===== config.mk =====
export PLATFORM = sky130hd
export DESIGN_NAME = odd_counter
export DESIGN_NICKNAME = d
export VERILOG_FILES = /design/src/rtl/odd_counter_pkg.sv /design/src/rtl/odd_step.sv /design/src/rtl/odd_counter.sv
export SDC_FILE = /design/constraint.sdc
export NUM_CORES = 1
export LEC_CHECK = 0
export ABC_CLOCK_PERIOD_IN_PS = 1460
export CAP_MARGIN = 40
export CELL_PAD_IN_SITES_DETAIL_PLACEMENT = 0
export CELL_PAD_IN_SITES_GLOBAL_PLACEMENT = 1
export CORE_AREA = 2 2 39 41
export CTS_CLUSTER_DIAMETER = 40
export DETAILED_ROUTE_END_ITERATION = 10
export DIE_AREA = 0 0 41 43
export GPL_TIMING_DRIVEN = 1
export MAX_ROUTING_LAYER = met4
export PLACE_DENSITY_LB_ADDON = 0.1
export SYNTH_ARGS = -nofsm -noshare
export SYNTH_HDL_FRONTEND = slang
export SYNTH_SLANG_ARGS = --single-unit

===== constraint.sdc =====
create_clock -name clk -period 1.46 [get_ports clk]
set_input_delay 0.292 -clock clk [delete_from_list [all_inputs] [get_ports clk]]
set_output_delay 0.292 -clock clk [all_outputs]
set_load 0.01 [all_outputs]

===== src/rtl/odd_counter_pkg.sv =====
// Shared defaults and helpers for the odd-value sequence counter.
// The top level and the odd_step datapath both import this package.
package odd_counter_pkg;

  localparam int DEFAULT_WIDTH    = 4;
  localparam int DEFAULT_INIT_ODD = 1;

  // Largest odd value representable in 'width' bits.
  function automatic int max_odd(input int width);
    return (1 << width) - 1;
  endfunction

endpackage


===== src/rtl/odd_step.sv =====
// Combinational next-value logic: advance by two, or substitute INIT_ODD after MAX_ODD.
module odd_step
  import odd_counter_pkg::*;
#(
  parameter int WIDTH    = DEFAULT_WIDTH,
  parameter int INIT_ODD = DEFAULT_INIT_ODD
) (
  input  logic [WIDTH-1:0] cur,
  output logic [WIDTH-1:0] nxt,
  output logic             is_wrap
);

  localparam logic [WIDTH-1:0] MAX_V  = WIDTH'(max_odd(WIDTH));
  localparam logic [WIDTH-1:0] INIT_V = WIDTH'(INIT_ODD);
  localparam logic [WIDTH-1:0] STEP_V = WIDTH'(2);

  logic [WIDTH-1:0] inc;

  // Adding at WIDTH bits is the same as a WIDTH+1-bit add with the carry dropped.
  assign inc     = cur + STEP_V;
  assign is_wrap = (cur == MAX_V);
  // The explicit compare matters whenever INIT_ODD is not 1.
  assign nxt     = is_wrap ? INIT_V : inc;

endmodule


===== src/rtl/odd_counter.sv =====
// Free-running counter over odd values INIT_ODD..MAX_ODD with a registered wrap flag.
// Synchronous active-high reset; one clock.
module odd_counter
  import odd_counter_pkg::*;
#(
  parameter int WIDTH    = DEFAULT_WIDTH,
  parameter int INIT_ODD = DEFAULT_INIT_ODD
) (
  input  logic             clk,
  input  logic             reset,
  output logic [WIDTH-1:0] count,
  output logic             wrap
);

  if (WIDTH < 2) begin : g_bad_width
    $error("odd_counter: WIDTH must be at least 2");
  end
  if ((INIT_ODD % 2) == 0) begin : g_even_init
    $error("odd_counter: INIT_ODD must be odd");
  end
  if (INIT_ODD >= (1 << WIDTH)) begin : g_init_range
    $error("odd_counter: INIT_ODD must be below 2**WIDTH");
  end

  localparam logic [WIDTH-1:0] INIT_V = WIDTH'(INIT_ODD);

  logic [WIDTH-1:0] nxt;
  logic             is_wrap;

  odd_step #(
    .WIDTH    (WIDTH),
    .INIT_ODD (INIT_ODD)
  ) u_step (
    .cur     (count),
    .nxt     (nxt),
    .is_wrap (is_wrap)
  );

  // NOTE: non-blocking assignments so count and wrap both update from pre-edge values.
  always_ff @(posedge clk) begin
    if (reset) begin
      count <= INIT_V;
      wrap  <= 1'b0;
    end else begin
      count <= nxt;
      wrap  <= is_wrap;
    end
  end

  // NOTE: reset_seen is deliberately left without reset; it stays X until the first
  // reset edge, which keeps the parity check quiet before the counter is defined.
  logic reset_seen;
  always_ff @(posedge clk) begin
    reset_seen <= reset_seen | reset;
  end

  always_ff @(posedge clk) begin
    if (reset_seen && !reset) begin
      assert (count[0] === 1'b1)
        else $error("odd_counter: count %0d is even or unknown", count);
    end
  end

endmodule


==> metrics.cfg <==
[critical_path]
cp_cell_sequence=clkdlybuf4s50_1
crit_buf_inv=1
cp-end-kind=output pin
arrival_ns=1.09
cp_top_family=buffers and inverters
crit_required_ns=1.17
cpPeakStageDelay_ns=0.53
critPathSlowestCell=clkdlybuf4s50_1
worstSetupPathType=register to output pin
critical_path.max_fanout=2
start_kind=register

[route]
drc=0
wl_um=273
dr.pass1.iters=1
drt_iter0_markers=0
drt.antenna.violating_nets=0
wl_per_cell_um=7.80
dr_total_vias=118
via_per_inst=3.37

[layout]
final_core_util=0.166
layout-drive-gt1-share=0.158
num-nets-final=25
area_growth_pct=61.4
final_cells=35
fillerInstances=160
regArea_um2=80.1
diodes=0
multi_input_area_um2=55.1

[sta]
min_period_ns=1.38
final_max_slew_viol_count=0
post-route-period-util=0.948
fin_skew_ns=0.000512
finalSetupViolCount=0
rsz0062_at_grt=false
fmax_mhz=723
hold_viol_final=0
setup_tns_ns=0

[clock_network]
cts_buffers=3
clk_path_buf_depth=2
htreeDepth=1
clock_latency_ns=0.23
cts_sinks=4
cts_tree=built
hold_buffers=0
clkSlewWorstSetupHoldPaths_ns=0.04
clockRootBuffer=clkbuf_4

[synth]
syn_inst=12
ys_seq_area_frac=0.561
synth-seq-cells=4
ys_warn_count=0
synth.distinct_cells=7
synth.cell_area_um2=143
syn-num-nets=16
synth.avg_cell_area_um2=11.9

[grt]
overflow=0
grt_pass1_wl_um=434
grtUsageTotal=0.0473
antenna_found_initial=0
grt_pass1_vias=115
grt_max_degree=5

[placed_design]
dp_hpwl_um=225
place_inst=32
io_buffer_count=5
gp_routability_congestion=0.661

[floorplanning]
rows=14
die_x_um=41
io_pins=7
die_y_um=43
die_area_mm2=0.00176
core-area_mm2=0.00138
initial_core_util=0.103

[job]
cap_violations=0

[pwr]
peakVddDrop_uv=391
power_leakage_nw=0.107
powerDensity_mw_per_mm2=1240

[worst_hold_path]
hold_path.class=register to register

[outcome]
status=complete, no violations

layer usage:
layer | routed length [um] | GRT usage | up-vias
li1 | - | - | 53
met1 | 92 | 0.0288 | 60
met2 | 146 | 0.0594 | 5
met3 | 34 | 0.0785 | 0
met4 | 0 | 0.0200 | 0
met5 | 0 | - | -
power breakdown:
part / switching (mW) / leakage, nW / internal [mW]
logic: 0.0121 / 0.0605 / 0.0194
clock network: 0.0419 / 0.0138 / 0.0917
registers: 0.00416 / 0.0329 / 0.117
stage by stage:
| stage | hold slack, ns | setup WS [ns] | cell area (um2) | power [mW] |
|---|---|---|---|---|
| 2_1_floorplan | 0.364 | 0.438 | 143 | 0.138 |
| 3_3_place_gp | 0.433 | 0.293 | 205 | 0.156 |
| 3_5_place_dp | 0.443 | 0.287 | 205 | 0.156 |
| 6_report | 0.441 | 0.0761 | 230 | 0.287 |
| 4_1_cts | 0.450 | 0.0309 | 228 | 0.296 |
| 5_1_grt | 0.463 | 0.0115 | 230 | 0.308 |
path summary, 6_finish.rpt:
check,end,cells after the start,from,slack (ns)
setup / recovery,count[3],1,count[3],0.08
hold / removal,count[1],1,count[1],0.44
setup reg to reg,count[3],3,count[1],0.43
hold reg to reg,count[1],1,count[1],0.44
synthesized netlist by cell type:
master   number  area (um2)
nor3b_1       2        15.0
nor2b_1       1        6.26
dfxtp_1       4        80.1
buf_4         1        7.51
nor3_1        1        5.00
conb_1        1        3.75
ha_1          2        25.0
area by class of cell:
cell class | count | area share
Sequential cell | 4 | 0.348
Multi-Input combinational cell | 7 | 0.239
Timing Repair Buffer | 5 | 0.228
Clock buffer | 3 | 0.0978
Tap cell | 16 | 0.0870
state kept, by name (all words and copies together), names as in the netlist:
signal and flops:
wrap 1, count 3
layout by cell type, fill, tap and decap left out:
cell,count
clkbuf_4,3
conb_1,1
ha_1,2
dlymetal6s2s_1,1
dfxtp_1,4
nor3_1,1
nor2b_1,1
nor3b_1,2
clkdlybuf4s50_1,4
timing repair:
item | in CTS | in global routing
resized for setup | 0 | 1
buffers inserted | 0 | 0
setup endpoints to repair | 0 | 1
logic make-up after synthesis:
| group | after synthesis | share of synthesized area |
|---|---|---|
| DFF | 4 | 0.561 |
| and+or+nand+nor | 4 | 0.184 |
| buffers and inverters | 1 | 0.0527 |
| other | 1 | 0.0263 |
| adders and majority gates | 2 | 0.175 |
No activity file was read; power rests on OpenSTA's default activity.
